**src/rtl/can_tx_fifo_if.sv**
```systemverilog
// Host/transmitter-side signal bundle for the CAN TX frame buffer.
// master drives the host and core controls, slave is the buffer itself.
interface can_tx_fifo_if #(
    parameter int PKT_BITS = 4
);
    logic                i_reset_mode;
    logic                i_extended_mode;
    logic                i_host_wr;
    logic [5:0]          i_host_addr;
    logic [7:0]          i_host_data;
    logic                i_tx_request;
    logic                i_abort_tx;
    logic                i_clr_ovr;
    logic                i_core_start;
    logic                i_core_done;
    logic [3:0]          i_core_rd_idx;
    logic [7:0]          o_core_data;
    logic                o_tx_pending;
    logic                o_tx_active;
    logic                o_tx_aborted;
    logic                o_full;
    logic [PKT_BITS:0]   o_count;
    logic                o_ovr;

    modport master (
        output i_reset_mode, i_extended_mode, i_host_wr, i_host_addr, i_host_data,
               i_tx_request, i_abort_tx, i_clr_ovr, i_core_start, i_core_done,
               i_core_rd_idx,
        input  o_core_data, o_tx_pending, o_tx_active, o_tx_aborted, o_full,
               o_count, o_ovr
    );

    modport slave (
        input  i_reset_mode, i_extended_mode, i_host_wr, i_host_addr, i_host_data,
               i_tx_request, i_abort_tx, i_clr_ovr, i_core_start, i_core_done,
               i_core_rd_idx,
        output o_core_data, o_tx_pending, o_tx_active, o_tx_aborted, o_full,
               o_count, o_ovr
    );
endinterface

```
**src/rtl/can_tx_fifo.sv**
```systemverilog
// CAN transmit frame buffer: host stages 16-byte slots and commits them, the
// bit-level transmitter reads the oldest committed slot and releases it.
module can_tx_fifo #(
    parameter int PKT_BITS = 4
) (
    input logic          clk,
    input logic          rst,
    can_tx_fifo_if.slave bus
);
    localparam int SLOTS = 2 ** PKT_BITS;
    localparam int DEPTH = SLOTS * 16;
    localparam logic [PKT_BITS:0]   FULL_COUNT = (PKT_BITS + 1)'(SLOTS);
    localparam logic [PKT_BITS:0]   CNT_ONE    = (PKT_BITS + 1)'(1);
    localparam logic [PKT_BITS:0]   CNT_ZERO   = (PKT_BITS + 1)'(0);
    localparam logic [PKT_BITS-1:0] PTR_ONE    = PKT_BITS'(1);
    localparam logic [PKT_BITS-1:0] PTR_ZERO   = PKT_BITS'(0);

    typedef enum logic [1:0] {
        ST_EMPTY  = 2'd0,
        ST_READY  = 2'd1,
        ST_ACTIVE = 2'd2
    } head_state_t;

    logic [7:0]          r_mem [DEPTH];
    logic [7:0]          r_core_data;
    logic [PKT_BITS-1:0] r_wpkt;
    logic [PKT_BITS-1:0] r_rpkt;
    logic [PKT_BITS:0]   r_count;
    head_state_t         r_state;
    logic                r_abort_pend;
    logic                r_full;
    logic                r_ovr;
    logic                r_tx_pending;
    logic                r_tx_active;
    logic                r_tx_aborted;

    logic [3:0]          w_byte;
    logic                w_addr_valid;
    logic                w_wr_en;
    logic                w_commit;
    logic                w_release;
    logic                w_abort_evt;
    logic [PKT_BITS:0]   w_count_nxt;
    head_state_t         w_state_nxt;

    // Both windows share the low nibble: addr-16 == addr[3:0], addr-10 wraps mod 16.
    assign w_byte = bus.i_extended_mode ? bus.i_host_addr[3:0]
                                        : (bus.i_host_addr[3:0] - 4'd10);
    assign w_addr_valid = bus.i_extended_mode
                        ? ((bus.i_host_addr >= 6'd16) && (bus.i_host_addr <= 6'd28))
                        : ((bus.i_host_addr >= 6'd10) && (bus.i_host_addr <= 6'd19));
    assign w_wr_en  = bus.i_host_wr && w_addr_valid && !r_full && !bus.i_reset_mode;
    assign w_commit = bus.i_tx_request && !r_full;

    // Host write into the staging slot.
    always_ff @(posedge clk) begin
        if (w_wr_en) begin
            r_mem[{r_wpkt, w_byte}] <= bus.i_host_data;
        end
    end

    // Core read port; old data is returned on a same-address collision.
    always_ff @(posedge clk) begin
        r_core_data <= r_mem[{r_rpkt, bus.i_core_rd_idx}];
    end

    // Head-slot release/abort decisions and the next pointer/count/state.
    always_comb begin
        w_release   = 1'b0;
        w_abort_evt = 1'b0;
        w_state_nxt = r_state;
        case (r_state)
            ST_READY: begin
                if (bus.i_core_start) begin
                    w_release = 1'b0;
                end else if (bus.i_abort_tx) begin
                    w_release   = 1'b1;
                    w_abort_evt = 1'b1;
                end else begin
                    w_release = 1'b0;
                end
            end
            ST_ACTIVE: begin
                if (bus.i_core_done) begin
                    w_release   = 1'b1;
                    w_abort_evt = r_abort_pend;
                end else begin
                    w_release = 1'b0;
                end
            end
            default: begin
                w_release = 1'b0;
            end
        endcase

        case ({w_commit, w_release})
            2'b10:   w_count_nxt = r_count + CNT_ONE;
            2'b01:   w_count_nxt = r_count - CNT_ONE;
            default: w_count_nxt = r_count;
        endcase

        case (r_state)
            ST_EMPTY: begin
                w_state_nxt = (r_count != CNT_ZERO) ? ST_READY : ST_EMPTY;
            end
            ST_READY: begin
                if (bus.i_core_start) begin
                    w_state_nxt = ST_ACTIVE;
                end else if (w_release) begin
                    w_state_nxt = (w_count_nxt != CNT_ZERO) ? ST_READY : ST_EMPTY;
                end else begin
                    w_state_nxt = ST_READY;
                end
            end
            ST_ACTIVE: begin
                if (w_release) begin
                    w_state_nxt = (w_count_nxt != CNT_ZERO) ? ST_READY : ST_EMPTY;
                end else begin
                    w_state_nxt = ST_ACTIVE;
                end
            end
            default: begin
                w_state_nxt = ST_EMPTY;
            end
        endcase
    end

    // Pointers, count, head FSM and the registered status outputs.
    always_ff @(posedge clk or posedge rst) begin
        if (rst) begin
            r_wpkt       <= PTR_ZERO;
            r_rpkt       <= PTR_ZERO;
            r_count      <= CNT_ZERO;
            r_state      <= ST_EMPTY;
            r_abort_pend <= 1'b0;
            r_full       <= 1'b0;
            r_ovr        <= 1'b0;
            r_tx_pending <= 1'b0;
            r_tx_active  <= 1'b0;
            r_tx_aborted <= 1'b0;
        end else if (bus.i_reset_mode) begin
            r_wpkt       <= PTR_ZERO;
            r_rpkt       <= PTR_ZERO;
            r_count      <= CNT_ZERO;
            r_state      <= ST_EMPTY;
            r_abort_pend <= 1'b0;
            r_full       <= 1'b0;
            r_ovr        <= 1'b0;
            r_tx_pending <= 1'b0;
            r_tx_active  <= 1'b0;
            r_tx_aborted <= 1'b0;
        end else begin
            r_wpkt       <= w_commit  ? (r_wpkt + PTR_ONE) : r_wpkt;
            r_rpkt       <= w_release ? (r_rpkt + PTR_ONE) : r_rpkt;
            r_count      <= w_count_nxt;
            r_state      <= w_state_nxt;
            // An abort during transmission waits for the frame to finish.
            r_abort_pend <= (r_state == ST_ACTIVE) && !bus.i_core_done
                            && (r_abort_pend || bus.i_abort_tx);
            r_full       <= (w_count_nxt == FULL_COUNT);
            if (bus.i_tx_request && r_full) begin
                r_ovr <= 1'b1;
            end else if (bus.i_clr_ovr) begin
                r_ovr <= 1'b0;
            end else begin
                r_ovr <= r_ovr;
            end
            r_tx_pending <= (w_state_nxt == ST_READY);
            r_tx_active  <= (w_state_nxt == ST_ACTIVE);
            r_tx_aborted <= w_abort_evt;
        end
    end

    assign bus.o_core_data  = r_core_data;
    assign bus.o_tx_pending = r_tx_pending;
    assign bus.o_tx_active  = r_tx_active;
    assign bus.o_tx_aborted = r_tx_aborted;
    assign bus.o_full       = r_full;
    assign bus.o_count      = r_count;
    assign bus.o_ovr        = r_ovr;
endmodule

```
**src/flat_wrapper.sv**
```systemverilog
// flat-port wrapper written by rule: the top's interface ports become plain ports
module can_tx_fifo_flat 
#(
    parameter int PKT_BITS = 4
)
  (clk, rst, bus_i_reset_mode, bus_i_extended_mode, bus_i_host_wr, bus_i_host_addr, bus_i_host_data, bus_i_tx_request, bus_i_abort_tx, bus_i_clr_ovr, bus_i_core_start, bus_i_core_done, bus_i_core_rd_idx, bus_o_core_data, bus_o_tx_pending, bus_o_tx_active, bus_o_tx_aborted, bus_o_full, bus_o_count, bus_o_ovr);
  can_tx_fifo_if #(.PKT_BITS(PKT_BITS)) bus_i ();
  input logic clk;
  input logic rst;
  input wire logic [$bits(bus_i.i_reset_mode)-1:0] bus_i_reset_mode;
  input wire logic [$bits(bus_i.i_extended_mode)-1:0] bus_i_extended_mode;
  input wire logic [$bits(bus_i.i_host_wr)-1:0] bus_i_host_wr;
  input wire logic [$bits(bus_i.i_host_addr)-1:0] bus_i_host_addr;
  input wire logic [$bits(bus_i.i_host_data)-1:0] bus_i_host_data;
  input wire logic [$bits(bus_i.i_tx_request)-1:0] bus_i_tx_request;
  input wire logic [$bits(bus_i.i_abort_tx)-1:0] bus_i_abort_tx;
  input wire logic [$bits(bus_i.i_clr_ovr)-1:0] bus_i_clr_ovr;
  input wire logic [$bits(bus_i.i_core_start)-1:0] bus_i_core_start;
  input wire logic [$bits(bus_i.i_core_done)-1:0] bus_i_core_done;
  input wire logic [$bits(bus_i.i_core_rd_idx)-1:0] bus_i_core_rd_idx;
  output wire logic [$bits(bus_i.o_core_data)-1:0] bus_o_core_data;
  output wire logic [$bits(bus_i.o_tx_pending)-1:0] bus_o_tx_pending;
  output wire logic [$bits(bus_i.o_tx_active)-1:0] bus_o_tx_active;
  output wire logic [$bits(bus_i.o_tx_aborted)-1:0] bus_o_tx_aborted;
  output wire logic [$bits(bus_i.o_full)-1:0] bus_o_full;
  output wire logic [$bits(bus_i.o_count)-1:0] bus_o_count;
  output wire logic [$bits(bus_i.o_ovr)-1:0] bus_o_ovr;
  assign bus_i.i_reset_mode = bus_i_reset_mode;
  assign bus_i.i_extended_mode = bus_i_extended_mode;
  assign bus_i.i_host_wr = bus_i_host_wr;
  assign bus_i.i_host_addr = bus_i_host_addr;
  assign bus_i.i_host_data = bus_i_host_data;
  assign bus_i.i_tx_request = bus_i_tx_request;
  assign bus_i.i_abort_tx = bus_i_abort_tx;
  assign bus_i.i_clr_ovr = bus_i_clr_ovr;
  assign bus_i.i_core_start = bus_i_core_start;
  assign bus_i.i_core_done = bus_i_core_done;
  assign bus_i.i_core_rd_idx = bus_i_core_rd_idx;
  assign bus_o_core_data = bus_i.o_core_data;
  assign bus_o_tx_pending = bus_i.o_tx_pending;
  assign bus_o_tx_active = bus_i.o_tx_active;
  assign bus_o_tx_aborted = bus_i.o_tx_aborted;
  assign bus_o_full = bus_i.o_full;
  assign bus_o_count = bus_i.o_count;
  assign bus_o_ovr = bus_i.o_ovr;
  can_tx_fifo #(.PKT_BITS(PKT_BITS)) u_core (.clk(clk), .rst(rst), .bus(bus_i));
endmodule
```
**config.mk**
```make
export PLATFORM = sky130hd
export DESIGN_NAME = can_tx_fifo_flat
export DESIGN_NICKNAME = d
export VERILOG_FILES = /design/src/rtl/can_tx_fifo_if.sv /design/src/rtl/can_tx_fifo.sv /design/src/flat_wrapper.sv
export SDC_FILE = /design/constraint.sdc
export NUM_CORES = 2
export LEC_CHECK = 0
export BUFFER_PORTS_ARGS = -buffer_cell sky130_fd_sc_hd__buf_2
export CORE_ASPECT_RATIO = 0.75
export CORE_UTILIZATION = 45
export DETAILED_ROUTE_END_ITERATION = 16
export PLACE_DENSITY = 0.6
export SLEW_MARGIN = 25
export SYNTH_ARGS = -nofsm -noshare
export SYNTH_HDL_FRONTEND = slang
export SYNTH_SLANG_ARGS = --single-unit
```
**constraint.sdc**
```tcl
create_clock -name clk -period 5.3 [get_ports clk]
set_clock_uncertainty 0.05 [all_clocks]
set_input_delay 1.06 -clock clk [delete_from_list [all_inputs] [get_ports clk]]
set_output_delay 1.06 -clock clk [all_outputs]
set_load 0.05 [all_outputs]
```
==> out/summary.md <==
Total of endpoints with negative setup slack in the final report: 0. The run gives 0 as the setup fix buffers added after clock tree synthesis. By area the synthesized netlist is led by edfxtp_1, mux4_2, mux2i_1, nor2_1, dfrtp_1. The run gives 4,041 as the net count of the mapped netlist.

The clock latency reported for the late side of the worst-skew pair came out at 830 ps. In the final routed layout, each cell accounts on average for 32.0 microns. Across all layers, the routed design uses 42,000 vias.

The floorplan step defined a core boundary enclosing 0.179 sq mm. Post-CTS repair changed the size of 0 cells. Buffers inserted to repair hold after CTS numbered 0. The net count of the finished layout is 4,438. The via count of the first global-routing pass came out at 41,100. STA classifies the critical path endpoint as a flip-flop. Once detailed placement completed, the half-perimeter wirelength came to 138 mm.

The count of cells in the finished layout, fillers not included, comes to 6,939. Tracing the worst setup path back leads to its startpoint at bus_i_core_rd_idx[1]. The clock edge transition at the registers on the reported setup and hold paths was 70 ps.

STA classifies the critical path startpoint as a primary input. The logs give 0 for the final max-slew violation count and 314 mm for the wire length of the first global-routing pass. The final hold violation count is 0, and the summed instance area of the synthesized netlist is 0.0816 sq mm.

Global routing used 24.5% of the available tracks. Synthesis handed over a netlist of 4,000 instances. The cell sitting at the root of the clock tree is a clkbuf_16. The worst register-to-register path has a depth of 7. The most used flip-flop cell after synthesis was edfxtp_1. Setup total negative slack on the finished layout was measured at 0 ps. The run gives 5,557 as the detailed router's first-iteration violation count. Synthesis inferred 2,077 register bits. Along the worst path, the maximum fanout reaches 59. The logs give 5 for the number of search-and-repair iterations in the first detailed-routing pass and 0 for the total of max-cap violations. The die is 494 microns wide. The cell type with the highest aggregate area in the netlist was edfxtp_1.

The run gives 0 as the number of routed nets with antenna violations. Yosys mapped a number of flops with a built-in enable equal to 2,048. The floorplan step defined a die boundary enclosing 0.183 sq mm.

The run gives 0 as the total grt overflow. The per-instance average area after synthesis is 20.4 sq um, and the count of unresolved DRC violations after routing is 0. In this run the critical register-to-register path is launched from u_core.r_rpkt[0]. The H-tree generated during clock tree synthesis spans 4 levels.

Measured along the y axis, the die boundary spans 371 microns. The number of buffers inserted by port buffering is 45, and the number of placement rows is 134. For this block, the routed nets add up to 222 mm of wire.

In this run, CTS created clock tree buffers numbering 190. Counting tap cells, the placed design contains a total of 6,585 instances. In this run the tightest slew margin relative to its limit is 26.6%. Area overhead of the layout relative to synthesis: 13.8%.

Counting every sink on the clock net gives 2,077. Fill cells in the final layout number 14,100. Kind of critical path: primary input to flip-flop.

Summed over all cells, the static leakage comes to 30.0 nW. The number of top-level design ports came out at 46. The path class of the lowest-slack min-delay path was primary input to async pin.

Entering global routing, the biggest net connects 148 pins. The worst path needs 4020 ps of the cycle, external delays included. The run gives 1420 ps as the internal reg-to-reg setup slack. TritonCTS built the clock tree. The starting density of the core was 45.6%; the actual slew at the worst max-slew pin was 1100 ps. In the synthesized netlist the async set-or-reset flop fraction comes to 1.01%. The worst-case IR drop observed on VDD is 0.286 mV.

The commonest cells after synthesis are edfxtp_1, mux4_2, nor2_1, mux2i_1, nand2_1. The endpoint of the worst setup timing path was u_core.bus.o_core_data[2]. Proportion of synthesized chip area in sequential cells: 76.2%. In this run the deepest clock path goes through 3 buffers. Data on the critical path is required at its endpoint by 5960 ps. The reg-to-reg endpoint was u_core.bus.o_core_data[3]. The via density per instance came out at 6.05. The tools report the distinct cell type count after synthesis as 72. Routability-driven placement finished with a final weighted congestion of 0.856. Warning count from the yosys run: 0. Setup repair after global routing left no endpoint under its margin.

In this run the power density over the cells is 359 mW/mm^2. By instance count, the leading cell after synthesis is edfxtp_1. The tools report the peak clock frequency supported by timing as 249 MHz. The share of synthesized area in the top cell type comes to 75.3%.

In the finished design, the share of the clock period the worst path needs comes to 75.9%. The tools report the critical path data arrival time as 4680 ps. Cells with a size suffix above 1 make up 26.0% of the layout. The run finished with clean final reports. The tools report the initial antenna violation count as 14.
[per-stage QoR]
step                hold slack [ps]  utilization [%]  power [mW]  cell area (sq um)  setup slack, ps
CTS                             297             51.9        33.5              92900             1320
finish                          327             51.9        33.3              92900             1280
global route                    321             51.9        34.2              92900             1230
detailed placement              482             48.5        20.2              86900              424
floorplan                       470                -        19.4              81600             1660
global placement                476             48.5        20.2              86900              400
[cells by family (layout without fill, tap and decap cells)]
family	count (synthesis)	count (layout)	synth area share, %
simple gates	575	575	2.99
fa+ha+maj	13	13	0.199
xor+xnor	14	14	0.150
compound gates	357	357	3.19
other cells	0	7	0
flops	2077	2077	76.2
buf+inv	260	812	2.04
mux	704	704	15.3
[routing by layer]
| metal | vias up | share of wire, % | track usage, % |
|---|---|---|---|
| li1 | 17300 | - | - |
| met1 | 22300 | 44 | 36.7 |
| met2 | 2090 | 43 | 34.3 |
| met3 | 283 | 11 | 8.36 |
| met4 | 8 | 2.0 | 5.68 |
| met5 | - | 0.067 | 0.442 |
[critical path: stages]
cell       delay, ps
buf_8            450
buf_12           320
buf_4            270
nand2b_1         680
o22ai_1          190
a2111oi_0        390
a2111oi_0        210
nor4_1           760
buf_4            240
o22ai_1           70
[flip-flops by register name, indices dropped and copies added (netlist names), 2 cells and up]
| register | flops |
|---|---|
| u_core.r_mem | 2048 |
| u_core.bus.o_core_data | 8 |
| u_core.bus.o_count | 5 |
| u_core.r_rpkt | 4 |
| u_core.r_wpkt | 4 |
| u_core.r_state | 2 |
[how the worst min path moves through the flow]
stage / start / end / slack (ps)
after floorplan: u_core.r_abort_pend / u_core.bus.o_tx_aborted / 470
after global placement: u_core.bus.o_ovr / u_core.bus.o_ovr / 480
after detailed placement: u_core.bus.o_ovr / u_core.bus.o_ovr / 480
after CTS: rst / u_core.bus.o_tx_active / 300
after global routing: bus_i_core_done / u_core.r_abort_pend / 320
final: rst / u_core.bus.o_tx_pending / 330
[power breakdown]
group | internal [mW] | switching (mW) | leakage [nW]
clock network | 7.46 | 6.01 | 2.94
registers | 18.1 | 0.0345 | 18.8
logic | 0.590 | 1.18 | 8.32
[final cells by class]
cell class              instances  area (sq um)  area share, %
clock buffers                 251          5180           5.57
multi-input cells            1663         17900           19.2
inverters                      16          67.6         0.0727
clock inverters                96           851          0.915
diodes                          7          17.5         0.0188
repair buffers                449          3770           4.06
flip-flops and latches       2077         62200           66.9
well taps                    2380          2980           3.20
[cells in the final DEF (no fill, tap or decap), types with 14 or more instances in the layout]
| master | instances |
|---|---|
| a211oi_1 | 24 |
| clkinv_2 | 23 |
| clkbuf_16 | 195 |
| edfxtp_1 | 2048 |
| clkbuf_8 | 18 |
| a31oi_1 | 19 |
| nand2_2 | 16 |
| a221oi_1 | 50 |
| and2_1 | 14 |
| o21ai_0 | 47 |
| a21oi_1 | 50 |
| clkinv_1 | 45 |
| buf_12 | 33 |
| mux2_2 | 16 |
| mux4_2 | 423 |
| o22ai_1 | 16 |
| nand2_1 | 117 |
| buf_4 | 372 |
| mux2i_1 | 259 |
| a22oi_1 | 42 |
| nand3_1 | 41 |
| nor2_1 | 310 |
| dfrtp_1 | 18 |
| nor3_1 | 14 |
| clkbuf_1 | 47 |
| buf_2 | 33 |
| a221o_1 | 15 |
No activity file was read; power rests on OpenSTA's default activity.
